--- src/rtl/ram_arbiter.sv ---
// Two-port arbiter sharing a single-port data RAM between the core (port 0) and a second
// requester (port 1); one command outstanding at a time, read latency absorbed internally.
module ram_arbiter #(
    parameter int unsigned DATA_W       = 16,
    parameter int unsigned ADDR_W       = 16,
    parameter int unsigned READ_LATENCY = 2,
    parameter int unsigned FIXED_PRIO   = 0
) (
    input  logic              clock_i,
    input  logic              reset_i,
    input  logic              req0_i,
    input  logic              req1_i,
    input  logic              we0_i,
    input  logic              we1_i,
    input  logic [ADDR_W-1:0] addr0_i,
    input  logic [ADDR_W-1:0] addr1_i,
    input  logic [DATA_W-1:0] wdata0_i,
    input  logic [DATA_W-1:0] wdata1_i,
    output logic              gnt0_o,
    output logic              gnt1_o,
    output logic              rvalid0_o,
    output logic              rvalid1_o,
    output logic [DATA_W-1:0] rdata0_o,
    output logic [DATA_W-1:0] rdata1_o,
    output logic              busy_o,
    output logic [ADDR_W-1:0] address_ram_o,
    output logic [DATA_W-1:0] data_ram_o,
    output logic              wren_ram_o,
    input  logic [DATA_W-1:0] q_ram_i
);

    typedef enum logic [1:0] {StIdle, StCmd, StRwait} state_e;

    localparam logic [2:0] CntLoad = 3'(READ_LATENCY - 1);

    state_e            state_q;
    logic              last_q;
    logic              port_q;
    logic              cmd_we_q;
    logic [2:0]        cnt_q;
    logic              gnt0_q, gnt1_q;
    logic              rvalid0_q, rvalid1_q;
    logic [DATA_W-1:0] rdata0_q, rdata1_q;
    logic [ADDR_W-1:0] address_q;
    logic [DATA_W-1:0] data_q;
    logic              wren_q;
    logic              win1_d;

    // last_q == 1 means port 1 won most recently, so port 0 takes the next tie.
    always_comb begin
        win1_d = 1'b0;
        if (FIXED_PRIO != 0) begin
            win1_d = req1_i && !req0_i;
        end else begin
            win1_d = req1_i && (!req0_i || !last_q);
        end
    end

    always_ff @(posedge clock_i or posedge reset_i) begin
        if (reset_i) begin
            state_q   <= StIdle;
            last_q    <= 1'b1;
            port_q    <= 1'b0;
            cmd_we_q  <= 1'b0;
            cnt_q     <= 3'd0;
            gnt0_q    <= 1'b0;
            gnt1_q    <= 1'b0;
            rvalid0_q <= 1'b0;
            rvalid1_q <= 1'b0;
            rdata0_q  <= '0;
            rdata1_q  <= '0;
            address_q <= '0;
            data_q    <= '0;
            wren_q    <= 1'b0;
        end else begin
            rvalid0_q <= 1'b0;
            rvalid1_q <= 1'b0;
            case (state_q)
                StIdle: begin
                    if (req0_i || req1_i) begin
                        address_q <= win1_d ? addr1_i : addr0_i;
                        data_q    <= win1_d ? wdata1_i : wdata0_i;
                        wren_q    <= win1_d ? we1_i : we0_i;
                        cmd_we_q  <= win1_d ? we1_i : we0_i;
                        gnt0_q    <= !win1_d;
                        gnt1_q    <= win1_d;
                        port_q    <= win1_d;
                        last_q    <= win1_d;
                        state_q   <= StCmd;
                    end
                end
                StCmd: begin
                    gnt0_q <= 1'b0;
                    gnt1_q <= 1'b0;
                    wren_q <= 1'b0;
                    if (cmd_we_q) begin
                        state_q <= StIdle;
                    end else begin
                        cnt_q   <= CntLoad;
                        state_q <= StRwait;
                    end
                end
                StRwait: begin
                    if (cnt_q == 3'd0) begin
                        if (port_q) begin
                            rdata1_q  <= q_ram_i;
                            rvalid1_q <= 1'b1;
                        end else begin
                            rdata0_q  <= q_ram_i;
                            rvalid0_q <= 1'b1;
                        end
                        state_q <= StIdle;
                    end else begin
                        cnt_q <= cnt_q - 3'd1;
                    end
                end
                default: state_q <= StIdle;
            endcase
        end
    end

    assign gnt0_o        = gnt0_q;
    assign gnt1_o        = gnt1_q;
    assign rvalid0_o     = rvalid0_q;
    assign rvalid1_o     = rvalid1_q;
    assign rdata0_o      = rdata0_q;
    assign rdata1_o      = rdata1_q;
    assign busy_o        = (state_q != StIdle);
    assign address_ram_o = address_q;
    assign data_ram_o    = data_q;
    assign wren_ram_o    = wren_q;

endmodule

--- config.mk ---
export PLATFORM = sky130hd
export DESIGN_NAME = ram_arbiter
export DESIGN_NICKNAME = d
export VERILOG_FILES = /design/src/rtl/ram_arbiter.sv
export SDC_FILE = /design/constraint.sdc
export NUM_CORES = 1
export LEC_CHECK = 0
export BUFFER_PORTS_ARGS = -buffer_cell sky130_fd_sc_hd__buf_2
export CORE_UTILIZATION = 35
export DETAILED_ROUTE_END_ITERATION = 8
export SETUP_SLACK_MARGIN = 0.3
export SYNTH_ARGS = -nofsm -noshare
export SYNTH_HDL_FRONTEND = slang
export SYNTH_SLANG_ARGS = --single-unit
--- constraint.sdc ---
create_clock -name clock_i -period 8.81 [get_ports clock_i]
set_input_delay 2.643 -clock clock_i [delete_from_list [all_inputs] [get_ports clock_i]]
set_output_delay 2.643 -clock clock_i [all_outputs]
set_load 0.05 [all_outputs]
==> PnR_summary.wiki, run 1 <==
{| class="wikitable"
! Metric !! Value
|-
| Last weighted congestion value of the routability-driven placer || just under 0.7
|-
| Top Ports || 156
|-
| Vias post-DR || approximately 2400
|-
| Most frequent cell after synthesis || sky130_fd_sc_hd__dfrtp_1
|-
| Post-placement cell area || around 4500 µm²
|-
| Sequential fraction of the synthesis area || 53.0%
|-
| WL met1 || between 3000 and 4000 µm
|-
| CP Launch Point || state_q[1]
|-
| Detailed route wirelength on metal3 || between 500 and 600 µm
|-
| Average via count per standard cell || 4.53
|-
| Half-perimeter wire length after detailed placement || 5070 µm
|-
| Initial standard-cell utilization of the core || 36.7%
|-
| Antenna diode count || 0
|-
| Post-detailed-route DRC marker count || 0
|-
| Congestion Overflow GR || 0
|-
| Worst setup slack for register-to-register paths || 6.37 ns
|-
| Post-cts repair resize count || 0
|-
| Number of clock buffers inserted by TritonCTS || 9
|-
| Area growth from synthesis to final layout || 28.4%
|-
| Top Metal Used || met4
|-
| Detailed-routed wire length on met2 || 3270 µm
|-
| First drt pass iteration count || 4
|-
| Shortest period the worst path allows || 4.20 ns
|-
| Final worst setup slack || roughly 4.6 ns
|-
| Post-layout power || 2.06 mW
|-
| Most used flip-flop cell after synthesis || sky130_fd_sc_hd__dfrtp_1
|-
| Run status || completed
|-
| Worst r2r path cells || 5
|-
| Antenna violations before repair || 0
|-
| Mapped Avg Cell Area || 16.1 µm²
|-
| Site Rows || 36
|-
| Gate count of the mapped netlist || 226
|-
| Share of the synthesized area in the top cell type || 52.3%
|-
| Proportion of register bits with asynchronous set or reset after synthesis || 100%
|-
| Skew final || 0.0136 ns
|-
| Arr. time, crit path || 1.56 ns
|-
| TritonCTS sink count || 77
|-
| DIE WIDTH || 104 µm
|-
| Total setup violations reported at the end of the flow || 0
|-
| Die Area || 10800 µm²
|-
| Wire length per cell || 13.9 µm
|-
| Post CTS Setup Buffer Count || 0
|-
| Number of global-route vias before repair || 2527
|-
| Finished Cell Area || 4670 µm²
|-
| Biggest area contributors in the synthesized netlist || sky130_fd_sc_hd__dfrtp_1 52%, sky130_fd_sc_hd__mux2_4 23%, sky130_fd_sc_hd__mux2_2 12%, sky130_fd_sc_hd__buf_12 1.7%, sky130_fd_sc_hd__buf_6 1.5%
|-
| Syn nets || 314
|-
| Worst Path Max Fanout || 11
|-
| Post-CTS clock slew at the launch and capture registers of the worst setup and hold paths || approximately 0.08 ns
|-
| Total of flip-flops plus latches after synthesis || 77
|-
| Global-route total usage across every layer || 14.2%
|-
| Final antenna-violating net count || 0
|-
| Floorplan Core Area || 9910 µm²
|-
| Unique cell type count in the Yosys netlist || 25
|-
| Worst relative slew slack || 19.0%
|-
| Largest net degree at the start of global routing || 78
|-
| Cell area power density || 441 nW/µm²
|-
| Synth cell count leaders || 76 x sky130_fd_sc_hd__dfrtp_1, 56 x sky130_fd_sc_hd__mux2_4, 40 x sky130_fd_sc_hd__mux2_2
|-
| Number of enable-type register cells in the synthesized netlist || 0
|-
| Buffers from clock root to sink, at most || 2
|-
| Max rail drop VDD || 0.000186 V
|-
| First-pass GRT wire length || roughly 12000 µm
|-
| Area of the mapped netlist || ~3600 µm²
|-
| Final Hold Violating Endpoints || 0
|-
| Slew at the pin with the worst max-slew slack || between 1 and 1.5 ns
|-
| Vertical die dimension || 104 µm
|-
| Biggest area consumer among synthesized cells || sky130_fd_sc_hd__dfrtp_1
|-
| Clock tree root buffer cell || sky130_fd_sc_hd__clkbuf_8
|-
| Worst reg2reg path startpoint || cnt_q[0]
|-
| Number of synthesis warnings || 0
|-
| Sum of negative setup slack || 0 ns
|-
| Maximum Capacitance Violations || 0
|-
| Hold buffer count at CTS || 0
|-
| Count of final max-slew check failures || 0
|-
| Portion of the clock cycle consumed by the worst path in the final layout || 47.7%
|-
| Clk Latency, worst-skew pair || around 0.34 ns
|-
| Fillers || 925
|-
| F_max || 238 MHz
|-
| Fraction of layout instances using a drive strength above 1 || between 70 and 80%
|-
| Iteration-0 DRC Markers || 71
|-
| Critical path capture point type || output port
|-
| Total Nets Final || 469
|-
| Port Buffer Count || 155
|-
| Routed Wire Length || 7210 µm
|-
| CP Launch Type || flop
|-
| Number of H-tree levels || 3
|-
| Critical path data required time || between 6 and 7 ns
|-
| Standby leakage power || around 2.4 nW
|-
| Worst setup slack after placement || 4.29 ns
|-
| Type of the worst setup path || flop to output port
|-
| RSZ-0062 raised after global routing || false
|-
| CP Capture Point || busy_o
|-
| Clock tree from TritonCTS || yes
|-
| Worst min-delay path class || flop to flop
|-
| Reg-to-Reg End || rdata0_o[4]
|}
## registers in the layout (all words and copies together) (netlist names), 2 cells and up
register	flops
address_ram_o	16
cnt_q	3
data_ram_o	16
rdata0_o	16
rdata1_o	16
state_q	2
## through the flow
stage               util (%)  cells  hold WS, ns
floorplan                  -    226        0.450
global placement        45.0    503        0.474
detailed placement      45.0    503        0.475
CTS                     47.1    519        0.492
global route            47.1    519        0.521
finish                  47.1    519        0.492
## cells by family (layout without fill, tap and decap cells)
group	count (synthesis)	count (layout)	share of synthesized area (%)
AOI/OAI and AO/OA	12	12	2.13
adders and majority gates	2	2	0.688
buffers and inverters	18	178	4.51
DFF	77	77	53.0
muxes	100	100	36.6
and+or+nand+nor	17	17	3.03
## how the worst min path moves through the flow
stage | start | depth (start not counted) | end
finish | cmd_we_q | 1 | state_q[1]
global route | rdata1_o[4] | 1 | rdata1_o[4]
CTS | cmd_we_q | 1 | state_q[1]
detailed placement | cmd_we_q | 1 | state_q[1]
global placement | cmd_we_q | 1 | state_q[1]
floorplan | cmd_we_q | 1 | state_q[1]
## where the power goes
part           internal, mW  total, mW  leakage (nW)  switching, mW
clock network         0.141      0.273         0.103          0.133
registers             0.526      0.628         0.924          0.102
logic                 0.378       1.16          1.41          0.777
total                  1.04       2.06          2.44           1.01
## placed cells by master (no fill, tap or decap)
cell,netlist,final
sky130_fd_sc_hd__a21bo_2,0,1
sky130_fd_sc_hd__nand2_1,5,5
sky130_fd_sc_hd__dfrtp_1,76,76
sky130_fd_sc_hd__clkinv_4,0,1
sky130_fd_sc_hd__o211a_1,1,1
sky130_fd_sc_hd__o21ai_0,5,5
sky130_fd_sc_hd__nand2b_1,2,2
sky130_fd_sc_hd__nor2b_1,1,1
sky130_fd_sc_hd__or2_1,1,1
sky130_fd_sc_hd__inv_6,0,2
sky130_fd_sc_hd__a21oi_1,3,3
sky130_fd_sc_hd__mux2_4,56,56
sky130_fd_sc_hd__clkinv_2,0,2
sky130_fd_sc_hd__clkinvlp_4,0,1
sky130_fd_sc_hd__ha_1,2,2
sky130_fd_sc_hd__nor2_1,4,4
sky130_fd_sc_hd__inv_1,6,5
sky130_fd_sc_hd__dfstp_2,1,1
sky130_fd_sc_hd__or3_1,1,1
sky130_fd_sc_hd__nor4bb_4,0,1
sky130_fd_sc_hd__a311oi_1,2,2
sky130_fd_sc_hd__bufinv_16,0,1
sky130_fd_sc_hd__mux2i_1,4,4
sky130_fd_sc_hd__nor2_8,1,1
sky130_fd_sc_hd__clkbuf_8,0,10
sky130_fd_sc_hd__mux2_2,40,40
sky130_fd_sc_hd__nand4b_2,1,1
sky130_fd_sc_hd__buf_2,2,155
sky130_fd_sc_hd__buf_4,2,1
## per-layer routing
metal	global-route usage, %	vias up
met1	17.1	1116
met2	23.0	120
met4	6.43	0
li1	-	1107
met5	0	-
met3	4.51	8
## area by class of cell
class / count / area (µm²) / share of cell area, %
flip-flops and latches: 77 / 1930 / 41.3
clock inverters: 6 / 68.8 / 1.47
multi-input cells: 131 / 1560 / 33.4
clock buffers: 10 / 138 / 2.95
repair buffers: 156 / 783 / 16.8
well taps: 133 / 166 / 3.57
inverters: 6 / 23.8 / 0.509
## worst max-delay path, cell delays in order (launching register included)
cell	delay, ns
sky130_fd_sc_hd__dfrtp_1	0.54
sky130_fd_sc_hd__or2_1	0.33
sky130_fd_sc_hd__buf_2	0.35
No activity file was read; power rests on OpenSTA's default activity.
==> run 2, diff against run 1 <==
Clock period 8.81 ns to 3.6 ns, I/O delays scaled along.
==> PnR_summary.wiki, run 2 (same netlist as run 1, synthesis figures left out) <==
{| class="wikitable"
! Metric !! Value
|-
| Wire length per cell || 14.0 µm (+1.0%)
|-
| Arr. time, crit path || 1.58 ns (+0.02 ns)
|-
| Half-perimeter wire length after detailed placement || 5370 µm (+6.1%)
|-
| Die Area || 10800 µm² (unchanged)
|-
| Fraction of layout instances using a drive strength above 1 || 70.4% (-0.55 points)
|-
| Count of final max-slew check failures || 0 (unchanged)
|-
| Floorplan Core Area || 9910 µm² (unchanged)
|-
| Post CTS Setup Buffer Count || 0 (unchanged)
|-
| Clk Latency, worst-skew pair || 0.35 ns (about the same)
|-
| Worst setup slack after placement || 1.00 ns (-3.29 ns)
|-
| Antenna violations before repair || 0 (unchanged)
|-
| Standby leakage power || 2.46 nW (+0.98%)
|-
| Type of the worst setup path || flop to output port
|-
| Routed Wire Length || 7330 µm (+1.6%)
|-
| Critical path capture point type || output port
|-
| Cell area power density || 1080 nW/µm² (+140%)
|-
| Worst Path Max Fanout || 11 (unchanged)
|-
| First-pass GRT wire length || 12200 µm (+1.7%)
|-
| Placed Cells incl. Taps || 506 (+0.60%)
|-
| F_max || 377 MHz
|-
| Antenna diode count || 0 (unchanged)
|-
| Run status || completed
|-
| Slew at the pin with the worst max-slew slack || 0.796 ns (-0.417 ns)
|-
| Total setup violations reported at the end of the flow || 0 (unchanged)
|-
| Largest net degree at the start of global routing || 44 (-44%)
|-
| Vias post-DR || 2362 (+0.47%)
|-
| Post-detailed-route DRC marker count || 0 (unchanged)
|-
| Last weighted congestion value of the routability-driven placer || 0.686 (+1.9%)
|-
| Number of global-route vias before repair || 2484 (-1.7%)
|-
| Area growth from synthesis to final layout || 29.6%
|-
| Final worst setup slack || 0.944 ns (-3.66 ns)
|-
| Most frequent standard cell in the layout excluding fill and tap cells || sky130_fd_sc_hd__buf_2
|-
| Clock tree from TritonCTS || yes
|-
| Sum of negative setup slack || 0 ns (unchanged)
|-
| RSZ-0062 raised after global routing || false
|-
| First drt pass iteration count || 4 (unchanged)
|-
| Port Buffer Count || 155 (unchanged)
|-
| Post-CTS clock slew at the launch and capture registers of the worst setup and hold paths || 0.07 ns (about the same)
|-
| Final core occ || 47.6% (+0.47 points)
|-
| Total Nets Final || 472 (+0.64%)
|-
| Site Rows || 36 (unchanged)
|-
| Worst relative slew slack || 46.9% (+28 points)
|-
| TritonCTS sink count || 77 (unchanged)
|-
| Skew final || 0.0138 ns (+0.000210 ns)
|-
| Initial standard-cell utilization of the core || 36.7% (unchanged)
|-
| Post-cts repair resize count || 0 (unchanged)
|-
| CP Launch Type || flop
|-
| Buffers from clock root to sink, at most || 2 (unchanged)
|-
| Max rail drop VDD || 0.000527 V (+180%)
|-
| Number of H-tree levels || 3 (unchanged)
|-
| Maximum Capacitance Violations || 0 (unchanged)
|-
| Commonest cells after routing, fill and taps aside || 155 x sky130_fd_sc_hd__buf_2, 76 x sky130_fd_sc_hd__dfrtp_1, 56 x sky130_fd_sc_hd__mux2_4
|-
| Congestion Overflow GR || 0 (unchanged)
|-
| Iteration-0 DRC Markers || 53 (-25%)
|-
| Critical path data required time || 2.52 ns (-3.65 ns)
|-
| Vertical die dimension || 104 µm (unchanged)
|-
| Average via count per standard cell || 4.52 (-0.11%)
|-
| DIE WIDTH || 104 µm (unchanged)
|-
| Peak per-stage delay on the critical path || 0.53 ns (about the same)
|-
| Top Ports || 156 (unchanged)
|-
| Shortest period the worst path allows || 2.66 ns
|-
| Final std cells w/o fill || 522 (+0.58%)
|-
| Number of clock buffers inserted by TritonCTS || 9 (unchanged)
|-
| Hold buffer count at CTS || 0 (unchanged)
|-
| Worst min-delay path class || flop to flop
|-
| Highest-delay cell along the critical path || sky130_fd_sc_hd__dfrtp_1
|-
| Global-route total usage across every layer || 14.5% (+0.35 points)
|-
| Final antenna-violating net count || 0 (unchanged)
|-
| Series of cell instances along the critical path || or2_1 > buf_2
|-
| Final Hold Violating Endpoints || 0 (unchanged)
|-
| Portion of the clock cycle consumed by the worst path in the final layout || 73.8%
|-
| Clock tree root buffer cell || sky130_fd_sc_hd__clkbuf_8
|}
run 2: cell count changes in the layout (fill, tap and decap cells not counted), sizes merged:
cell / before / now
buf: 156 / 159
inv: 7 / 5
clkinv: 3 / 2
bufinv: 1 / 2
clkbuf: 10 / 13
clkinvlp: 1 / 0
run 2: area by class of cell:
class	instances	area [µm²]
Fill cell	917	5200
Sequential cell	77	1930
Multi-Input combinational cell	131	1560
Timing Repair Buffer	159	818
Tap cell	133	166
Clock buffer	13	149
Clock inverter	3	68.8
Inverter	6	23.8
run 2: power by group:
group          switching [mW]  leakage (nW)  internal [mW]
Clock                   0.301         0.108          0.412
Combinational            1.90          1.43          0.928
Sequential              0.251         0.924           1.29
Total                    2.46          2.46           2.63
run 2: worst paths after layout:
| check | slack [ns] | end | cells after the start | startpoint |
|---|---|---|---|---|
| worst max-delay path | 0.94 | busy_o | 2 | state_q[1] |
| worst min-delay path | 0.49 | last_q | 2 | last_q |
| worst max register to register | 1.51 | data_ram_o[15] | 3 | state_q[1] |
| worst min register to register | 0.49 | last_q | 2 | last_q |
| max in group asynchronous | 2.13 | last_q | 3 | reset_i |
| min in group asynchronous | 0.78 | rdata0_o[9] | 2 | reset_i |
run 2: stage by stage:
| step | hold slack (ns) | instance area (µm²) | total power, mW |
|---|---|---|---|
| 2_1_floorplan | 0.450 | 3640 | 3.83 |
| 3_3_place_gp | 0.475 | 4500 | 4.37 |
| 3_5_place_dp | 0.479 | 4500 | 4.41 |
| 4_1_cts | 0.488 | 4710 | 5.15 |
| 5_1_grt | 0.524 | 4710 | 5.35 |
| 6_report | 0.488 | 4710 | 5.08 |
run 2: routing by layer:
| metal | global-route usage (%) | vias up | wire length, µm | share of wire [%] |
|---|---|---|---|---|
| met5 | 0 | - | 0 | 0 |
| met1 | 18.3 | 1128 | 3320 | 45 |
| li1 | - | 1114 | - | - |
| met4 | 6.43 | 0 | 93 | 1.3 |
| met2 | 22.4 | 112 | 3310 | 45 |
| met3 | 5.20 | 8 | 609 | 8.3 |
run 2: worst max-delay path: cells and delay by family (launching register included):
kind | cells | cell delay (ns)
flops | 1 | 0.53
buf+inv | 1 | 0.36
simple gates | 1 | 0.35
==> run 3, diff against run 2 <==
Settings changed: ABC_AREA set to 1.
Clock period 3.6 ns to 2.33 ns, I/O delays scaled along.
==> PnR_summary.wiki, run 3 <==
{| class="wikitable"
! Metric !! Value
|-
| Run status || completed
|-
| Total of flip-flops plus latches after synthesis || 77 (unchanged)
|-
| CP Launch Type || flop
|-
| Final std cells w/o fill || 751 (+44%)
|-
| Clock tree from TritonCTS || yes
|-
| Count of final max-slew check failures || 0 (unchanged)
|-
| Post CTS Setup Buffer Count || 0 (unchanged)
|-
| First drt pass iteration count || 4 (unchanged)
|-
| DIE WIDTH || 104 µm (+0.32%)
|-
| Synth cell count leaders || 148 x sky130_fd_sc_hd__nand2_1, 92 x sky130_fd_sc_hd__inv_1, 76 x sky130_fd_sc_hd__dfrtp_1
|-
| Arr. time, crit path || 1.26 ns (-0.32 ns)
|-
| Placed Cells incl. Taps || 735 (+45%)
|-
| Met1 track utilization from global routing || 22.0% (+3.7 points)
|-
| Maximum Capacitance Violations || 0 (unchanged)
|-
| Skew final || 0.00820 ns (-0.00563 ns)
|-
| Average via count per standard cell || 4.41 (-2.6%)
|-
| Final core occ || 47.8% (+0.27 points)
|-
| Worst setup slack for register-to-register paths || 0.60 ns (-0.91 ns)
|-
| Vertical die dimension || 104 µm (+0.32%)
|-
| Critical path capture point type || output port
|-
| Clock tree root buffer cell || sky130_fd_sc_hd__clkbuf_8
|-
| Worst r2r path cells || 8 (+5)
|-
| First-pass GRT wire length || 14600 µm (+19%)
|-
| Antenna diode count || 0 (unchanged)
|-
| Reg-to-Reg End || rdata0_o[15]
|-
| F_max || just over 500 MHz
|-
| Syn nets || 550 (+75%)
|-
| Initial standard-cell utilization of the core || 36.8% (+0.073 points)
|-
| Area of the mapped netlist || 3660 µm² (+0.65%)
|-
| Number of clock buffers inserted by TritonCTS || 9 (unchanged)
|-
| Number of H-tree levels || 3 (unchanged)
|-
| Last weighted congestion value of the routability-driven placer || 0.731 (+6.5%)
|-
| Share of the synthesized area in the top cell type || 52.0% (-0.34 points)
|-
| Proportion of register bits with asynchronous set or reset after synthesis || 100% (unchanged)
|-
| Finished Cell Area || 4760 µm² (+1.0%)
|-
| Area growth from synthesis to final layout || 30.1%
|-
| Number of enable-type register cells in the synthesized netlist || 0 (unchanged)
|-
| Cell area power density || 1630 nW/µm² (+51%)
|-
| Port Buffer Count || 155 (unchanged)
|-
| Post-CTS clock slew at the launch and capture registers of the worst setup and hold paths || 0.08 ns (about the same)
|-
| Wire length per cell || 11.6 µm (-18%)
|-
| Largest net degree at the start of global routing || 54 (+23%)
|-
| Type of the worst setup path || flop to output port
|-
| Final worst setup slack || 0.376 ns (-0.568 ns)
|-
| Portion of the clock cycle consumed by the worst path in the final layout || a little over four fifths
|-
| Mapped Avg Cell Area || 7.92 µm² (-51%)
|-
| Worst setup slack after placement || 0.465 ns (-0.536 ns)
|-
| Biggest area consumer among synthesized cells || sky130_fd_sc_hd__dfrtp_1
|-
| Worst min-delay path class || input port to async pin
|-
| Standby leakage power || 2.92 nW (+18%)
|-
| Antenna violations before repair || 0 (unchanged)
|-
| Post-detailed-route DRC marker count || 0 (unchanged)
|-
| Site Rows || 36 (unchanged)
|-
| Worst Path Max Fanout || 5 (-6)
|-
| Slew at the pin with the worst max-slew slack || 0.579 ns (-0.217 ns)
|-
| Sequential fraction of the synthesis area || 52.7% (-0.34 points)
|-
| Iteration-0 DRC Markers || 168 (+220%)
|-
| Congestion Overflow GR || 0 (unchanged)
|-
| Routed Wire Length || 8680 µm (+18%)
|-
| Met2 capacity usage during global routing || 26.7% (+4.3 points)
|-
| Worst reg2reg path startpoint || cnt_q[0]
|-
| Number of synthesis warnings || 0 (unchanged)
|-
| Global-route total usage across every layer || 16.7% (+2.2 points)
|-
| Gate count of the mapped netlist || 462 (+100%)
|-
| Most frequent cell after synthesis || sky130_fd_sc_hd__nand2_1
|-
| Vias post-DR || 3309 (+40%)
|-
| WHS || 0.430 ns (-0.0578 ns)
|-
| Die Area || 10900 µm² (+0.64%)
|-
| Final antenna-violating net count || 0 (unchanged)
|-
| Most Used Layer, Global Route || met2
|-
| Fraction of layout instances using a drive strength above 1 || 31.1% (-39 points)
|-
| Total Nets Final || 701 (+49%)
|-
| Buffers from clock root to sink, at most || 2 (unchanged)
|-
| Clk Latency, worst-skew pair || 0.34 ns (about the same)
|-
| Final Hold Violating Endpoints || 0 (unchanged)
|-
| Critical path data required time || 1.63 ns (-0.89 ns)
|-
| GR Util met3 || 4.70% (-0.50 points)
|-
| Biggest area contributors in the synthesized netlist || sky130_fd_sc_hd__dfrtp_1 52%, sky130_fd_sc_hd__nand2_1 15%, sky130_fd_sc_hd__nand3_1 10%, sky130_fd_sc_hd__inv_1 9.4%, sky130_fd_sc_hd__o21ai_0 2.2%
|-
| Shortest period the worst path allows || 1.95 ns
|-
| Post-layout power || 7.76 mW (+53%)
|-
| Commonest cells after routing, fill and taps aside || 154 x sky130_fd_sc_hd__buf_2, 148 x sky130_fd_sc_hd__nand2_1, 91 x sky130_fd_sc_hd__inv_1
|-
| Top Ports || 156 (unchanged)
|-
| Most used flip-flop cell after synthesis || sky130_fd_sc_hd__dfrtp_1
|-
| Post-placement cell area || 4530 µm² (+0.70%)
|-
| Half-perimeter wire length after detailed placement || 6340 µm (+18%)
|-
| Floorplan Core Area || 9950 µm² (+0.45%)
|-
| RSZ-0062 raised after global routing || false
|-
| Most frequent standard cell in the layout excluding fill and tap cells || sky130_fd_sc_hd__buf_2
|-
| Number of global-route vias before repair || 3197 (+29%)
|-
| Max rail drop VDD || 0.000643 V (+22%)
|-
| Unique cell type count in the Yosys netlist || 23 (-8.0%)
|-
| Sum of negative setup slack || 0 ns (unchanged)
|-
| Total setup violations reported at the end of the flow || 0 (unchanged)
|-
| TritonCTS sink count || 77 (unchanged)
|-
| Worst relative slew slack || 61.2% (+14 points)
|}
run 3: cell types whose count changed after synthesis, sizes merged, moves of 4 or more:
cell	before	now
inv	6	94
mux2	96	0
nand3	0	74
o21ai	5	33
buf	12	20
nand2	5	152
mux2i	4	0
run 3: layer usage:
metal	vias to the layer above	wire [µm]	share of wire, %
li1	1700	-	-
met1	1479	4130	48
met2	122	3920	45
met3	8	567	6.5
met4	0	72	0.83
met5	-	0	0
run 3: cells by family after synthesis:
group / synth area share, %
adder cells (fa/ha/maj): 0.684
buffers and inverters: 14.1
AND/OR/NAND/NOR: 27.9
AO/OA/AOI/OAI: 4.62
flip-flops: 52.7
run 3: worst max-delay path: stages, from the launching register on:
cell and delay [ns]:
sky130_fd_sc_hd__dfrtp_1 0.46, sky130_fd_sc_hd__inv_2 0.11, sky130_fd_sc_hd__nand2_4 0.11, sky130_fd_sc_hd__clkbuf_4 0.25
run 3: timing repair:
| action | 4_1_cts | 5_1_grt |
|---|---|---|
| setup endpoints to repair | 0 | 12 |
| resized for setup | 0 | 2 |
| hold buffers | 0 | 0 |
run 3: layout make-up:
class                   instances  area, µm²
clock buffers                  10        138
clock inverters                 6       86.3
fillers                      1032       5190
inverters                      94        357
multi-input cells             268       1220
flip-flops and latches         77       1930
well taps                     133        166
repair buffers                163        863
run 3: worst max-delay path by stage:
stage / start / slack (ns) / to / cells past startpoint
3_3_place_gp: cnt_q[0] / 0.57 / rdata1_o[3] / 5
2_1_floorplan: reset_i / 0.76 / address_ram_o[0] / 1
4_1_cts: state_q[0] / 0.32 / busy_o / 3
6_report: state_q[0] / 0.38 / busy_o / 3
5_1_grt: state_q[0] / 0.31 / busy_o / 3
3_5_place_dp: cnt_q[0] / 0.46 / rdata1_o[2] / 5
run 3: power breakdown:
part / leakage [nW] / total [mW] / switching, mW / internal, mW
clock network: 0.112 / 1.11 / 0.480 / 0.630
registers: 0.926 / 2.36 / 0.361 / 2.00
logic: 1.88 / 4.29 / 3.31 / 0.972
